### src/rtl/mult_div_unit.sv
// Multicycle signed multiply (radix-2 Booth) and divide (restoring, on magnitudes)
// unit feeding the HI/LO registers; one iteration per clock, WIDTH iterations per op.
module mult_div_unit #(
  parameter int unsigned WIDTH = 32
) (
  input  logic             clk,
  input  logic             reset,
  input  logic             mult_start,
  input  logic             div_start,
  input  logic [WIDTH-1:0] a,
  input  logic [WIDTH-1:0] b,
  output logic [WIDTH-1:0] hi,
  output logic [WIDTH-1:0] lo,
  output logic             busy,
  output logic             done,
  output logic             div_zero
);

  localparam int unsigned CW = (WIDTH > 1) ? $clog2(WIDTH) : 1;

  typedef enum logic [1:0] {IDLE, MULT, DIV, DONE} state_t;

  state_t           state_q;
  logic [WIDTH:0]   acc_q;
  logic [WIDTH-1:0] q_q;
  logic [WIDTH-1:0] m_q;
  logic             qm1_q;
  logic [CW-1:0]    cnt_q;
  logic             sa_q, sb_q, dz_q;
  logic [WIDTH-1:0] hi_q, lo_q;
  logic             busy_q, done_q, div_zero_q;

  logic [WIDTH:0]   m_ext, booth_sum;
  logic [WIDTH:0]   mul_acc_d, div_sh, div_diff, div_acc_d;
  logic [WIDTH-1:0] mul_q_d, div_q_d, quo_fix_d, rem_fix_d;
  logic [WIDTH-1:0] a_abs, b_abs;
  logic             last_step;

  // Datapath for one Booth step and one restoring-divide step
  always_comb begin
    m_ext     = {m_q[WIDTH-1], m_q};
    booth_sum = acc_q;
    case ({q_q[0], qm1_q})
      2'b10:   booth_sum = acc_q - m_ext;
      2'b01:   booth_sum = acc_q + m_ext;
      default: booth_sum = acc_q;
    endcase
    // A is one bit wider than M so that A-M with M=-2^(W-1) cannot overflow
    mul_acc_d = {booth_sum[WIDTH], booth_sum[WIDTH:1]};
    mul_q_d   = {booth_sum[0], q_q[WIDTH-1:1]};

    div_sh    = {acc_q[WIDTH-1:0], q_q[WIDTH-1]};
    div_diff  = div_sh - {1'b0, m_q};
    div_acc_d = div_diff[WIDTH] ? div_sh : div_diff;
    div_q_d   = {q_q[WIDTH-2:0], ~div_diff[WIDTH]};
    quo_fix_d = (sa_q ^ sb_q) ? -div_q_d : div_q_d;
    rem_fix_d = sa_q ? -div_acc_d[WIDTH-1:0] : div_acc_d[WIDTH-1:0];

    a_abs     = a[WIDTH-1] ? -a : a;
    b_abs     = b[WIDTH-1] ? -b : b;
    last_step = (cnt_q == CW'(WIDTH - 1));
  end

  // Control FSM with registered outputs; done/div_zero trail the DONE state by one edge
  always_ff @(posedge clk or negedge reset) begin
    if (!reset) begin
      state_q    <= IDLE;
      acc_q      <= '0;
      q_q        <= '0;
      m_q        <= '0;
      qm1_q      <= 1'b0;
      cnt_q      <= '0;
      sa_q       <= 1'b0;
      sb_q       <= 1'b0;
      dz_q       <= 1'b0;
      hi_q       <= '0;
      lo_q       <= '0;
      busy_q     <= 1'b0;
      done_q     <= 1'b0;
      div_zero_q <= 1'b0;
    end else begin
      done_q     <= 1'b0;
      div_zero_q <= 1'b0;
      case (state_q)
        IDLE: begin
          busy_q <= 1'b0;
          if (mult_start) begin
            acc_q   <= '0;
            q_q     <= a;
            m_q     <= b;
            qm1_q   <= 1'b0;
            cnt_q   <= '0;
            busy_q  <= 1'b1;
            state_q <= MULT;
          end else if (div_start) begin
            busy_q <= 1'b1;
            if (b == '0) begin
              dz_q    <= 1'b1;
              state_q <= DONE;
            end else begin
              acc_q   <= '0;
              q_q     <= a_abs;
              m_q     <= b_abs;
              sa_q    <= a[WIDTH-1];
              sb_q    <= b[WIDTH-1];
              cnt_q   <= '0;
              state_q <= DIV;
            end
          end
        end
        MULT: begin
          acc_q <= mul_acc_d;
          q_q   <= mul_q_d;
          qm1_q <= q_q[0];
          cnt_q <= cnt_q + CW'(1);
          if (last_step) begin
            hi_q    <= mul_acc_d[WIDTH-1:0];
            lo_q    <= mul_q_d;
            state_q <= DONE;
          end
        end
        DIV: begin
          acc_q <= div_acc_d;
          q_q   <= div_q_d;
          cnt_q <= cnt_q + CW'(1);
          if (last_step) begin
            hi_q    <= rem_fix_d;
            lo_q    <= quo_fix_d;
            state_q <= DONE;
          end
        end
        DONE: begin
          done_q     <= 1'b1;
          div_zero_q <= dz_q;
          dz_q       <= 1'b0;
          state_q    <= IDLE;
        end
        default: state_q <= IDLE;
      endcase
    end
  end

  assign hi       = hi_q;
  assign lo       = lo_q;
  assign busy     = busy_q;
  assign done     = done_q;
  assign div_zero = div_zero_q;

endmodule

### config.mk
export PLATFORM = sky130hd
export DESIGN_NAME = mult_div_unit
export DESIGN_NICKNAME = d
export VERILOG_FILES = /design/src/rtl/mult_div_unit.sv
export SDC_FILE = /design/constraint.sdc
export NUM_CORES = 1
export LEC_CHECK = 0
export ABC_AREA = 0
export CORE_MARGIN = 2
export CORE_UTILIZATION = 45
export DETAILED_ROUTE_END_ITERATION = 10
export SKIP_LAST_GASP = 1
export SLEW_MARGIN = 20
export SYNTH_ARGS = -nofsm -noshare
export SYNTH_HDL_FRONTEND = slang
export SYNTH_SLANG_ARGS = --single-unit
### constraint.sdc
create_clock -name clk -period 8.8 [get_ports clk]
set_input_delay 1.76 -clock clk [delete_from_list [all_inputs] [get_ports clk]]
set_output_delay 1.76 -clock clk [all_outputs]
set_load 0.02 [all_outputs]
* Yosys cells after proc, flatten, opt, wreduce, memory -nomap -nowiden
Cells that the tools add are included.
** Word-level totals
- Latch bits :: 0
- Register bits after elaboration :: 175
- Memory bits (read-only) :: 0
- Output and inout bits :: 67
- Memories :: 0
- Logic and storage cells :: 101
- Memory bits (writable) :: 0
- Input port bits :: 68
** Cells by class
- $mul :: 0
- Eq/ne operators :: 16
- Divide/modulo/power cells :: 0
- Reduce and logical (&&, ||, !) cells :: 17
- Bitwise gates (word level) :: 4
- Multiplexer cells :: 42
- Shift operators :: 0
- Magnitude comparators :: 0
- $add $sub $neg :: 8
** Operators with widths (number)
- $mux 32 :: 14
- $mux 33 :: 4
- $neg 32->32 :: 4
- $pmux 32 s2 :: 2
- $pmux 33 s3 :: 1
- $pmux 32 s3 :: 1
- $pmux 33 s2 :: 1
- $add 33x33->33 :: 1
- $sub 33x32->33 :: 1
- $sub 33x33->33 :: 1
- $logic_not 32->1 :: 1
- $mux 5 :: 3
- $ne 2x2->1 const B :: 7
- $reduce_and 3->1 :: 4
- $pmux 5 s2 :: 1
- $reduce_bool 2->1 :: 5
- $mux 1 :: 9
- $reduce_and 4->1 :: 2
- $eq 2x2->1 const B :: 3
- $mux 2 :: 3
- $ne 3x3->1 const B :: 2
- $pmux 2 s3 :: 1
- $add 5x1->5 const B :: 1
- $eq 5x5->1 const B :: 1
- other kinds (9) :: 14

* Logic depth before layout (Yosys ltp)
Gate-level depths: netlist of the first run.
- Depth after elaboration :: 6
- Depth in mapped cells :: 30
- Mapped depth without buffers :: 26

* Least setup slack after synthesis of the first run
Ideal clock, no wire load.
- Path type :: reg2reg
- From :: register acc_q[13]
- To :: register hi_q[14] (netlist: hi[14])
- Data required time :: 8674 ps
- Arrival time :: 6359 ps
- Period minus slack after synthesis :: 6485 ps
- Slack :: 2315 ps
- Buffers on the path :: 6
- Library setup time :: 126 ps
- Cell stages (with the launch flop) :: 29
- Cell sequence :: dfrtp_1 -> ha_1 -> clkbuf_1 -> nand4_1 -> a2111oi_0 -> a21bo_2 -> a2111oi_0 -> o21bai_1 -> a21boi_0 -> o21ai_0 -> a21oi_1 -> o21ai_0 -> nand2b_1 -> ha_1 -> clkbuf_1 -> buf_1 -> clkbuf_1 -> clkbuf_1 -> buf_1 -> nand2_1 -> o21ai_0 -> ha_1 -> nand2_1 -> or3_1 -> or3_1 -> o21ai_0 -> xnor2_1 -> nor2_1 -> a221o_1
** On the way
- Word-level cells in the longest chain between the ends :: 6
- Elaborated cells on any way between the ends :: 10
- Classes of those cells :: add/sub: 4; mux: 6
** Ends and longest elaborated chain
- start, declared :: line 24 : logic [WIDTH:0] acc_q;
- start signal, assigned :: line 112 : acc_q <= mul_acc_d;
- start signal, assigned :: line 123 : acc_q <= div_acc_d;
- $sub 33x32->33 :: line 53 : div_diff = div_sh - {1'b0, m_q};
- $mux 33 :: line 54 : div_acc_d = div_diff[WIDTH] ? div_sh : div_diff;
- $neg 32->32 :: line 57 : rem_fix_d = sa_q ? -div_acc_d[WIDTH-1:0] : div_acc_d[WIDTH-1:0];
- $mux 32 :: line 57
- $mux 32 :: line 126 : if (last_step) begin
- $pmux 32 s2 * :: line 84 : case (state_q)
- end signal, assigned :: line 117 : hi_q <= mul_acc_d[WIDTH-1:0];
- end signal, assigned :: line 127 : hi_q <= rem_fix_d;
- end, declared :: line 30 : logic [WIDTH-1:0] hi_q, lo_q;
Mark *: on every way between the ends. The rest lies on a longest branch, timed or not. The select of a mux whose other input is x is not followed.
A chain may end at the register's enable or synchronous reset.

* Worst setup path after layout of the first run
- From :: register q_q[31]
- To :: register hi_q[31] (netlist: hi[31])
** On the way
- Word-level cells in the longest chain between the ends :: 6
** Ends and longest elaborated chain
- start, declared :: line 25 : logic [WIDTH-1:0] q_q;
- start signal, assigned :: line 102 : q_q <= a_abs;
- start signal, assigned :: line 113 : q_q <= mul_q_d;
- start signal, assigned :: line 124 : q_q <= div_q_d;
- $sub 33x32->33 :: line 53
- $mux 33 * :: line 54
- $neg 32->32 :: line 57
- $mux 32 * :: line 57
- $mux 32 * :: line 126
- $pmux 32 s2 * :: line 84
Marked as above.

==> impl_metrics.ini, run 1 <==
[power_and_ir_drop]
power.density_nw_per_um2 = 413
vdd_ir_drop_max_mv = 0.377
leakage_uw = 0.00744
power_uw = 7420

[clock_network]
cts.sink_count = 175
htree_levels = 4
cts_buffers = 17
post_cts_buffers = 0
ctsHoldBuffers = 0
cts_root_buf = clkbuf_16
cts_tree = built
path_clk_slew_ns = 0.08
worstSkewPairLatency_ns = 0.46
clockBufferDepth = 2
ctsResizeCount = 0

[die]
die_w_um = 191
die_h_um = 191
fp.coreArea_um2 = 34500
initial_core_util_pct = 45.6
design.die.area_um2 = 36500
num_rows = 68
io_pins = 135

[timing]
hold_viol = 0
fmax_mhz = 138
worst_pin_slew_ns = 0.993
setup_ws_ns = 1.54
max_slew_margin_pct = 33.7
setup-tns-final_ns = 0
skew_ns = 0.0176
rsz0062_at_grt = false
setup-violations-final = 0
hold_slack_ns = 0.478
maxSlewViolCount = 0
fin_crit_sh_pct = 82.5
post-route-min-period_ns = 7.26

[synthesis]
async_flop_share_pct = 100
ys_seq_elements = 175
ys_types = 86
synthFlopType = dfrtp_1
netlist_instances = 2031
synth_edf_count = 0
syn_area_per_cell_um2 = 7.76
yosysSeqAreaShare_pct = 27.8
syn-num-nets = 2178
synth_warnings = 0
syn_area_um2 = 15800

[detailed_routing]
via_per_inst = 6.16
drt_iter0_drc = 1562
detail-route-antenna-nets = 0
wl_per_cell_um = 21.6
routed_wl_um = 54900
route.detailed.drc = 0
num_vias = 15600
dr.pass1.iters = 5

[final_layout]
final.fill_count = 3444
drive_gt1_share_pct = 5.57
final_cell_area_um2 = 18000
num_antenna_cells = 0
area_growth_pct = 13.9
nNetsFinal = 2217

[global_routing]
track_usage_pct = 30.0
overflow = 0
grt_max_degree = 112
grt_pass1_wl_um = 84700
antenna_found_initial = 0
grt_pass1_vias = 14500

[critical_path]
startpoint_type = register
cp-end-kind = register
cp_max_fo = 23
critPathRequiredTime_ns = 9.11
arrival_ns = 7.57
worstRegToRegCells = 25
crit_type = reg -> reg

[place]
place_area_um2 = 17400
gp_congestion = 0.960
dp_hpwl_um = 41500
dp_slack_ns = 1.84
port_buffers = 134

[worst_hold_path]
hp-class = reg -> reg
min_path_cells = 2

[run]
drv_cap = 0

[outcome]
outcome = finished, final reports clean
## where the power goes
group,leakage (uW),switching (uW),internal (uW)
registers,0.00227,330,1040
logic,0.00489,3410,1840
clock network,0.000283,382,408
total,0.00744,4120,3290
## worst paths after layout
path / slack (ns) / endpoint / start
worst min-delay path: 0.48 / lo[23] / lo[23]
worst max-delay path: 1.54 / hi[31] / q_q[31]
max in group asynchronous: 5.84 / acc_q[23] / reset
worst max register to register: 1.54 / hi[31] / q_q[31]
worst min register to register: 0.48 / lo[23] / lo[23]
min in group asynchronous: 1.45 / acc_q[28] / reset
## metal layers
| metal | vias to the layer above | track usage (%) | share of wire (%) |
|---|---|---|---|
| met2 | 552 | 44.2 | 42 |
| li1 | 7502 | - | - |
| met1 | 7516 | 44.3 | 47 |
| met3 | 53 | 6.65 | 8.5 |
| met4 | 0 | 7.46 | 2.0 |
| met5 | - | 0 | 0 |
## synth_stat cells, types with 16 or more instances
| cell | n | area [um2] |
|---|---|---|
| nand2_1 | 231 | 867 |
| o21ai_0 | 194 | 971 |
| dfrtp_1 | 175 | 4380 |
| a21oi_1 | 173 | 866 |
| nor2_1 | 158 | 593 |
| clkbuf_1 | 107 | 402 |
| xnor2_1 | 105 | 920 |
| inv_1 | 82 | 308 |
| ha_1 | 77 | 963 |
| xor2_1 | 66 | 578 |
| o31ai_1 | 51 | 383 |
| nand3_1 | 45 | 225 |
| nor3_1 | 38 | 190 |
| a31oi_1 | 37 | 231 |
| a22oi_1 | 25 | 188 |
| mux2i_1 | 25 | 250 |
| a21o_1 | 24 | 180 |
| mux2_2 | 23 | 259 |
| o211ai_1 | 23 | 173 |
| o22ai_1 | 20 | 125 |
| nand2b_1 | 19 | 119 |
| a221o_1 | 18 | 180 |
| a221oi_1 | 18 | 158 |
| nor2b_1 | 16 | 100 |
| o21a_1 | 16 | 120 |
| or3_1 | 16 | 100 |
## layout make-up
cell class / count / area (um2) / area share (%)
Clock buffer: 18 / 439 / 2.45
Clock inverter: 14 / 153 / 0.850
Timing Repair Buffer: 156 / 1510 / 8.41
Multi-Input combinational cell: 1636 / 10600 / 59.0
Tap cell: 455 / 569 / 3.17
Sequential cell: 175 / 4380 / 24.4
Inverter: 84 / 315 / 1.76
## placed cells by master, fill, tap and decap left out, types with 11 or more instances in the layout
cell | Yosys | layout
mux2_2 | 23 | 23
a221o_1 | 18 | 18
a31oi_1 | 37 | 37
mux2i_1 | 25 | 25
ha_1 | 77 | 73
clkdlybuf4s50_1 | 0 | 133
nand3_1 | 45 | 45
xnor2_1 | 105 | 105
nor2_1 | 158 | 156
dfrtp_1 | 175 | 175
nor2b_1 | 16 | 15
or3_1 | 16 | 16
xor2_1 | 66 | 66
a21o_1 | 24 | 24
a221oi_1 | 18 | 18
o21ai_0 | 194 | 193
o31ai_1 | 51 | 51
nand2b_1 | 19 | 19
nor3_1 | 38 | 38
inv_1 | 82 | 82
a22oi_1 | 25 | 25
buf_4 | 3 | 22
o21a_1 | 16 | 16
nand4_1 | 14 | 14
a21oi_1 | 173 | 173
nor4_1 | 15 | 14
nand2_1 | 231 | 231
clkbuf_16 | 0 | 17
o22ai_1 | 20 | 20
o211ai_1 | 23 | 23
and3_1 | 15 | 15
a211oi_1 | 11 | 11
## cell families after synthesis
| logic type | count (synthesis) | share of synthesized area, % |
|---|---|---|
| AOI/OAI and AO/OA | 718 | 29.4 |
| and+or+nand+nor | 620 | 18.2 |
| buffers and inverters | 220 | 5.46 |
| DFF | 175 | 27.8 |
| xor gates and xnor gates | 171 | 9.50 |
| adders and majority gates | 79 | 6.37 |
| muxes | 48 | 3.23 |
## sequential cells by signal, indices dropped and copies added, names as in the netlist
signal and cells:
sa_q 1, sb_q 1, done 1, busy 1, q_q 32, acc_q 33, cnt_q 5, m_q 32
div_zero 1, qm1_q 1, state_q 2, hi 32, dz_q 1, lo 32
## worst max-delay path, cell delays in order (launching register included)
cell and delay [ns]:
dfrtp_1 0.44, inv_1 0.09, ha_1 0.24, fa_1 0.39, and2b_1 0.27, o221ai_1 0.22, a21bo_2 0.29, a2111oi_0 0.71
o21bai_1 0.16, a21boi_0 0.18, o21ai_0 0.11, a21oi_1 0.20, o21ai_0 0.11, nand2b_1 0.09, ha_2 0.33, inv_1 0.58
a211oi_1 0.09, a21oi_1 0.15, nand3_1 0.15, or3_1 0.44, or3_1 0.46, nor3_1 0.46, nand3_2 0.32, o41ai_2 0.38
xor2_1 0.18, o21ai_1 0.07
## stage by stage
step | utilization (%) | std cells
global placement | 50.2 | 2506
CTS | 51.9 | 2538
detailed placement | 50.2 | 2506
floorplan | - | 2031
global route | 52.0 | 2538
finish | 52.0 | 2538
Power figures use the tool's default switching activity.
==> run 2, diff against run 1 <==
PLACE_DENSITY = 0.67   (was default)
clock period = 5.8 ns   (was 8.8 ns; I/O delays follow)
==> run 2 against run 1 <==
Register-to-register slack lost 1.3 ns. Routed wire length grew 2.4%. Core utilization grew 2.8 points. Global-route usage grew 0.49 points. Sequential power grew 49%. Clock skew shrank 0.0050 ns. Non-clock buffer count grew 100. Worst hold slack lost 0.0025 ns. Combinational power grew 72%. Critical path type unchanged.
==> impl_metrics.ini, run 2 (synthesized netlist as in run 1, its figures left out) <==
[clock_network]
cts_buffers = 17
cts_root_buf = clkbuf_16
cts.sink_count = 175
path_clk_slew_ns = 0.08
cts_tree = built
clockBufferDepth = 2
htree_levels = 4
worstSkewPairLatency_ns = 0.47
ctsHoldBuffers = 0

[timing]
setup-violations-final = 0
worst_pin_slew_ns = 1.07
fmax_mhz = 180
setup-tns-final_ns = 0
fin_crit_sh_pct = 95.6
maxSlewViolCount = 0
post-route-min-period_ns = 5.55
skew_ns = 0.0126
max_slew_margin_pct = 28.7
hold_viol = 0

[run]
drv_cap = 0

[global_routing]
grt_pass1_wl_um = 86000
grt_max_degree = 87
track_usage_pct = 30.5
grt_pass1_vias = 14900
antenna_found_initial = 0
overflow = 0

[die]
design.die.area_um2 = 36500
die_h_um = 191
io_pins = 135
initial_core_util_pct = 45.6
fp.coreArea_um2 = 34500
num_rows = 68
die_w_um = 191

[final_layout]
final_cell_mix = 231 x nand2_1, 188 x o21ai_0, 175 x dfrtp_1
area_growth_pct = 20.0
regMostFlops = acc_q
nNetsFinal = 2317
final_common_cell = nand2_1
largest_reg_flops = 33
drive_gt1_share_pct = 10.7
num_antenna_cells = 0
post_layout_nonfiller_instances = 2638

[power_and_ir_drop]
vdd_ir_drop_max_mv = 0.490
power_uw = 12300
leakage_uw = 0.00800
power.density_nw_per_um2 = 652

[critical_path]
arrival_ns = 5.87
rr_startpoint = q_q[31]
r2r_end = hi[22]
critPathRequiredTime_ns = 6.12
startpoint_type = register
cp-end-kind = register
cp_max_fo = 8
crit_type = reg -> reg
rrSetupSlack_ns = 0.25
worstRegToRegCells = 26

[detailed_routing]
routed_wl_um = 56200
via_per_inst = 6.20
drt_iter0_drc = 1925
detail-route-antenna-nets = 0
dr.pass1.iters = 6
wl_per_cell_um = 21.3
num_vias = 16400
route.detailed.drc = 0

[worst_hold_path]
min_from = lo[21]
min_path_cells = 2
hold-path-endpoint = lo[21]
hp-class = reg -> reg

[place]
gp_congestion = 0.974
dp.cells = 2606
port_buffers = 134
dp_hpwl_um = 43200

[outcome]
outcome = finished, final reports clean
-- run 2: changes by cell type in the layout (fill, tap and decap cells not counted), sizes merged --
cell	previous run	this run
bufinv	1	3
clkbuf	19	18
buf	22	123
clkinvlp	3	2
inv	87	86
-- run 2: cell type report --
class / count / area [um2]
flip-flops and latches: 175 / 4380
well taps: 455 / 569
multi-input cells: 1636 / 10700
inverters: 84 / 315
clock inverters: 14 / 206
clock buffers: 18 / 429
repair buffers: 256 / 2280
fillers: 3265 / 15600
-- run 2: worst max path at each step --
stage	startpoint	endpoint	slack (ns)	cells past startpoint
after global routing	q_q[31]	hi[30]	-0.05	25
after detailed placement	q_q[31]	hi[31]	0.03	25
after global placement	q_q[31]	hi[31]	0.14	25
after CTS	q_q[31]	hi[31]	0.00007	27
final	q_q[31]	hi[22]	0.25	26
after floorplan	q_q[31]	hi[14]	0.07	29
-- run 2: layer usage --
| layer | part of all wire, % | global-route usage [%] | vias to the layer above |
|---|---|---|---|
| met4 | 1.7 | 7.01 | 0 |
| met1 | 47 | 46.7 | 7817 |
| li1 | - | - | 7675 |
| met3 | 10 | 6.24 | 65 |
| met5 | 0 | 0 | - |
| met2 | 41 | 43.4 | 796 |
-- run 2: timing repair --
item                       in CTS  in global routing
setup endpoints to repair       1                 31
pin swaps                       0                  6
setup buffers                   0                  0
gates resized for setup         1                 32
cloned                          0                  0
-- run 2: critical path, cell delays in order, from the launching register on --
cell       delay (ns)
dfrtp_1          0.35
inv_1            0.06
ha_1             0.22
fa_1             0.39
and2b_2          0.24
o221ai_2         0.11
a21bo_2          0.24
a2111oi_2        0.33
buf_4            0.19
o21bai_1         0.07
a21boi_1         0.13
o21ai_0          0.10
a21oi_1          0.17
o21ai_0          0.09
nand2b_1         0.11
ha_4             0.19
inv_2            0.06
buf_4            0.15
buf_4            0.16
a221oi_1         0.27
o311ai_1         0.17
a311o_1          0.36
buf_4            0.16
or2_2            0.30
o41ai_1          0.49
xor2_1           0.17
o21ai_0          0.09
-- run 2: stage by stage --
stage | util (%) | setup slack (ns) | hold WS, ns | instance area [um2]
2_1_floorplan | - | 0.0655 | 0.445 | 15800
6_report | 54.7 | 0.253 | 0.476 | 18900
3_3_place_gp | 52.5 | 0.144 | 0.460 | 18100
4_1_cts | 54.3 | 0.0000688 | 0.484 | 18800
5_1_grt | 54.7 | -0.0523 | 0.503 | 18900
3_5_place_dp | 52.5 | 0.0317 | 0.468 | 18100
-- run 2: power by group --
| group | internal [uW] | switching, uW | total [uW] |
|---|---|---|---|
| clock network | 697 | 575 | 1270 |
| registers | 1580 | 457 | 2040 |
| logic | 3420 | 5600 | 9010 |
==> run 3, diff against run 2 <==
--- a/config.mk
+++ b/config.mk
@@ -8,3 +8,3 @@
 export ABC_AREA = 0
-export CORE_MARGIN = 2
+export CORE_MARGIN = 5
 export CORE_UTILIZATION = 45
==> constraint.sdc (replaced) <==
create_clock -name clk -period 5.8 [get_ports clk]
set_input_delay 0.58 -clock clk [delete_from_list [all_inputs] [get_ports clk]]
set_output_delay 0.58 -clock clk [all_outputs]
set_load 0.02 [all_outputs]
==> run 3 against run 2 <==
Die area up 6.4%. Routed wire length down 2.2%. Clock skew up 0.0058 ns. Global-route usage down 3.3 points. Setup slack worse by 0.10 ns. Via count down 0.34%. Critical path depth down 2. Sequential cell count unchanged. Combinational power down 0.4%. Highest routed layer unchanged.
==> impl_metrics.ini, run 3 (synthesized netlist as in run 1, its figures left out) <==
[clock_network]
cts.sink_count = 175
htree_levels = 4
cts_buffers = 17
worstSkewPairLatency_ns = 0.47
cts_root_buf = clkbuf_16
path_clk_slew_ns = 0.08
cts_tree = built
clockBufferDepth = 2

[critical_path]
crit_family = compound AO/OA/AOI/OAI gates
crit_path_cell_trace = inv_1 > ha_1 > fa_2 > and2b_1 > o221ai_2 > a21bo_2 > a2111oi_4 > o21bai_2 > a21boi_1 > o21ai_1 > a21oi_1 > o21ai_1 > nand2b_1 > ha_4 > clkbuf_4 > or3_1 > o31a_1 > or3_4 > or3_4 > or3_4 > buf_4 > o41ai_4 > xor2_1 > o21ai_0
rrSetupSlack_ns = 0.15
worstSetupEndpoint = hi[22]
r2r_end = hi[22]
startpoint_type = register
crit_start = q_q[31]
arrival_ns = 5.98
critical_path_buf_inv_count = 3
crit_path_frequent_cell = or3_4
cp-end-kind = register
path_depth = 24
slowest_stage = a2111oi_4
worstRegToRegCells = 24
critPathRequiredTime_ns = 6.13
max_stage_delay_ns = 0.44
cp_max_fo = 4
rr_startpoint = q_q[31]
crit_type = reg -> reg

[final_layout]
nNetsFinal = 2314
final_common_cell = nand2_1
final.fill_count = 3264
drive_gt1_share_pct = 10.8
num_antenna_cells = 0
area_growth_pct = 19.9
final_cell_area_um2 = 18900
regMostFlops = acc_q
final_cell_mix = 231 x nand2_1, 186 x o21ai_0, 175 x dfrtp_1
largest_reg_flops = 33
ff_latch_area_um2 = 4380
utilization_pct = 54.7
multiInputGateArea_um2 = 10800

[place]
dp_slack_ns = -0.115
gp_congestion = 1.00
dp_hpwl_um = 41500
place_area_um2 = 18000
port_buffers = 134

[timing]
post-route-min-period_ns = 5.65
fin_crit_sh_pct = 97.4
skew_ns = 0.0184
max_slew_margin_pct = 32.5
setup-violations-final = 0
maxSlewViolCount = 0
fmax_mhz = 177
worst_pin_slew_ns = 1.01
hold_viol = 0
setup_ws_ns = 0.148

[power_and_ir_drop]
power_uw = 12100
vdd_ir_drop_max_mv = 0.315
power.density_nw_per_um2 = 642
leakage_uw = 0.00795

[global_routing]
grt_max_degree = 102
track_usage_pct = 27.2
grt_pass1_vias = 14800
overflow = 0
grt_pass1_wl_um = 84600
antenna_found_initial = 0

[die]
die_h_um = 197
num_rows = 68
io_pins = 135
fp.coreArea_um2 = 34500
die_w_um = 197
initial_core_util_pct = 45.6
design.die.area_um2 = 38900

[detailed_routing]
detail-route-antenna-nets = 0
routed_wl_um = 54900
num_vias = 16300
drt_iter0_drc = 1969
route.detailed.drc = 0
wl_per_cell_um = 20.8
via_per_inst = 6.19
dr.pass1.iters = 6

[worst_hold_path]
hp-class = in -> async

[run]
drv_cap = 0

[outcome]
outcome = finished, final reports clean
## run 3: changes by cell type in the layout (fill, tap and decap cells not counted), moves of 3 or more
cell and change:
buf_4 -7, clkinv_4 -3, bufinv_16 -3, inv_6 +3
## run 3: timing repair
action / CTS / global route
setup buffers: 1 / 9
pin swaps: 1 / 12
gates cloned: 0 / 1
hold buffers: 0 / 0
endpoints found under the setup margin: 9 / 27
resized for setup: 1 / 43
## run 3: report_power, final
part | internal [uW] | switching, uW | leakage [uW]
sequential | 1580 | 435 | 0.00227
clock | 576 | 582 | 0.000269
combinational | 3420 | 5540 | 0.00541
total | 5580 | 6560 | 0.00795
## run 3: metal layers
metal	wire (um)	share of wire, %	global-route usage, %
met1	25600	47	43.1
met2	22500	41	38.0
met3	5920	11	5.10
met4	872	1.6	6.21
met5	0	0	0
## run 3: area by class of cell
cell class                      count  area share [%]
Inverter                           84            1.69
Timing Repair inverter              1          0.0265
Tap cell                          455            3.01
Timing Repair Buffer              252            12.0
Sequential cell                   175            23.2
Clock inverter                     13           0.629
Multi-Input combinational cell   1636            57.1
Clock buffer                       18            2.32
## run 3: worst register-to-register path, stage by stage, from the launching register on
cell and delay (ns):
dfrtp_1 0.35, inv_1 0.06, ha_1 0.21, fa_2 0.34
and2b_1 0.24, o221ai_2 0.12, a21bo_2 0.28, a2111oi_4 0.44
o21bai_2 0.14, a21boi_1 0.15, o21ai_1 0.09, a21oi_1 0.21
o21ai_1 0.09, nand2b_1 0.12, ha_4 0.25, clkbuf_4 0.18
or3_1 0.38, o31a_1 0.12, or3_4 0.34, or3_4 0.42
or3_4 0.35, buf_4 0.16, o41ai_4 0.21, xor2_1 0.17
o21ai_0 0.08
## run 3: worst min-delay path by stage
stage	slack [ns]	end	from
after floorplan	0.28	acc_q[0]	reset
after global placement	0.46	cnt_q[4]	cnt_q[4]
after detailed placement	0.47	hi[29]	hi[29]
after CTS	0.17	m_q[27]	reset
after global routing	0.19	m_q[27]	reset
final	0.11	m_q[27]	reset
## run 3: metrics by stage
step,cells,hold slack [ns],setup TNS [ns]
2_1_floorplan,2031,0.284,0
3_3_place_gp,2592,0.457,0
3_5_place_dp,2592,0.470,-0.299
4_1_cts,2624,0.165,-0.0332
5_1_grt,2634,0.194,-0.430
6_report,2634,0.109,0
==> edit, RTL diff (settings of run 1) <==
Set the parameter `WIDTH` to 16 (it was 32).
--- a/src/rtl/mult_div_unit.sv
+++ b/src/rtl/mult_div_unit.sv
@@ -3,3 +3,3 @@
 module mult_div_unit #(
-  parameter int unsigned WIDTH = 32
+  parameter int unsigned WIDTH = 16
 ) (
Ports: changed (resized a, b, hi and lo); port bits go from 135 to 71. No check against the original RTL was run, so the function may have changed too.
==> edit against run 1 <==
  * Power is 52% lower
  * Utilization shrank 0.47 points
  * Synthesized area fell by 49%
  * Global-route usage decreased by 5.1 points
  * Wire length fell by 57%
  * Sequential cell count fell by 81
  * Combinational power fell by 54%
  * Sequential power decreased by 46%
  * Final area down 49%
  * Critical endpoint is now hi[9]
  * Setup slack improved by 2.1 ns
  * Via count down 51%
  * Largest power group unchanged
  * Largest cell class unchanged
==> edit: results (changes against run 1) <==
stage,metric,value,unit,change
sta,Worst-Margin Slew,1.012,ns,was 0.9935 ns
setup_path,Setup crit end,hi[9],,was hi[31]
global_routing,total global-route track usage,24.95,%,was 30.03%
setup_path,crit path DAT,5.41,ns,was 7.57 ns
final_layout,clock buffer count,9,,was 18
sta,Worst Skew,0.01135,ns,was 0.01757 ns
clock_tree,H-tree depth,3,,was 4
place,dpl ws,3.388,ns,was 1.840 ns
route,First DRT Iteration DRCs,592,,was 1562
setup_path,r2r setup slk,3.60,ns,was 1.54 ns
synth,sequential fraction of the synthesis area,29.03,%,was 27.78%
final_layout,fillers,1765,,was 3444
route,Vias,7716,,was 15620
setup_path,"Max stage delay cell, worst path",a311oi_1,,was a2111oi_0
pwr,Internal,1.650,mW,was 3.293 mW
final_layout,Clock Network Area Fraction,2.968,%,was 3.296%
place,placed insts,1282,,was 2506
place,DP HPWL,17630,um,was 41520 um
final_layout,ratio of cells with drive above 1 in the final layout,4.120,%,was 5.569%
sta,worst hold margin,0.4808,ns,was 0.4785 ns
global_routing,largest net degree at the start of global routing,64,,was 112
pwr,P_leak,3.942,nW,was 7.442 nW
global_routing,global-route wire length before repair,38810,um,was 84660 um
synth,Compound-Gate Fraction of Synth Area,27.81,%,was 29.42%
synth,"top cells by count, synth","116 x nand2_1, 96 x nor2_1, 94 x dfrtp_1",,"was 231 x nand2_1, 194 x o21ai_0, 175 x dfrtp_1"
final_layout,fraction of area in registers,25.60,%,was 24.39%
synth,Synth area leaders,"dfrtp_1 29%, ha_1 6.8%, xnor2_1 5.7%, a21oi_1 5.5%, nand2_1 5.4%",,"was dfrtp_1 28%, o21ai_0 6.2%, ha_1 6.1%, xnor2_1 5.8%, nand2_1 5.5%"
pwr,part of the power in the clock network,11.0,%,was 10.7%
final_layout,"Most flops, register",acc_q,,unchanged
final_layout,#MultiIn Comb,830,,was 1636
final_layout,area of the multi-input gates,5318,um^2,was 10590 um^2
synth,#FFs+latches synth,94,,was 175
place,dpl cell area,8915,um^2,was 17350 um^2
sta,Tmin final,5.200,ns,was 7.258 ns
final_layout,inverters,48,,was 84
route,final wirelength,23690,um,was 54870 um
setup_path,Worst Setup SP,m_q[2],,was q_q[31]
synth,distinct cell type count after synthesis,69,,was 86
clock_tree,worst skew pair latency,0.36,ns,was 0.46 ns
synth,Synth Instances,1033,,was 2031
synth,xor/xnor share of the synthesized area,8.755,%,was 9.501%
pwr,VDD IR max,325.2,uV,was 376.9 uV
final_layout,Area Growth Syn to Fin,13.42,%,was 13.91%
synth,post-synthesis mux area share,2.641,%,was 3.230%
place,IO buf count,70,,was 134
pwr,Switching Power,1.875,mW,was 4.124 mW
setup_path,critical-path maximum fanout,27,,was 23
status,status,"complete, no violations",,unchanged
hold_path,Hold Path Sink,lo[13],,was lo[23]
## edit: changes by cell type in the layout (fill, tap and decap cells not counted), moves of 52 or more
cell | run 1 | this run
xnor2_1 | 105 | 53
nor2_1 | 156 | 95
nand2_1 | 231 | 116
clkdlybuf4s50_1 | 133 | 69
a21oi_1 | 173 | 89
o21ai_0 | 193 | 82
dfrtp_1 | 175 | 94
## edit: metal layers
layer	share of wire, %	global-route usage [%]
met4	1.6	6.606
met1	49	37.15
met3	5.8	3.983
met2	44	37.78
met5	0	0
## edit: worst register-to-register path: stages, from the launching register on
cell	delay [ns]
dfrtp_1	0.37
inv_1	0.19
ha_1	0.33
nor2b_1	0.18
o31a_1	0.31
o211ai_1	0.36
a21o_1	0.21
o21bai_1	0.08
a21o_1	0.18
a21o_1	0.17
ha_1	0.29
buf_4	0.31
nand2b_1	0.17
o311a_1	0.17
nand3_1	0.20
a311oi_1	0.56
nand4_1	0.32
o21ai_0	0.31
xor2_1	0.10
a22oi_1	0.16
o21ai_0	0.11
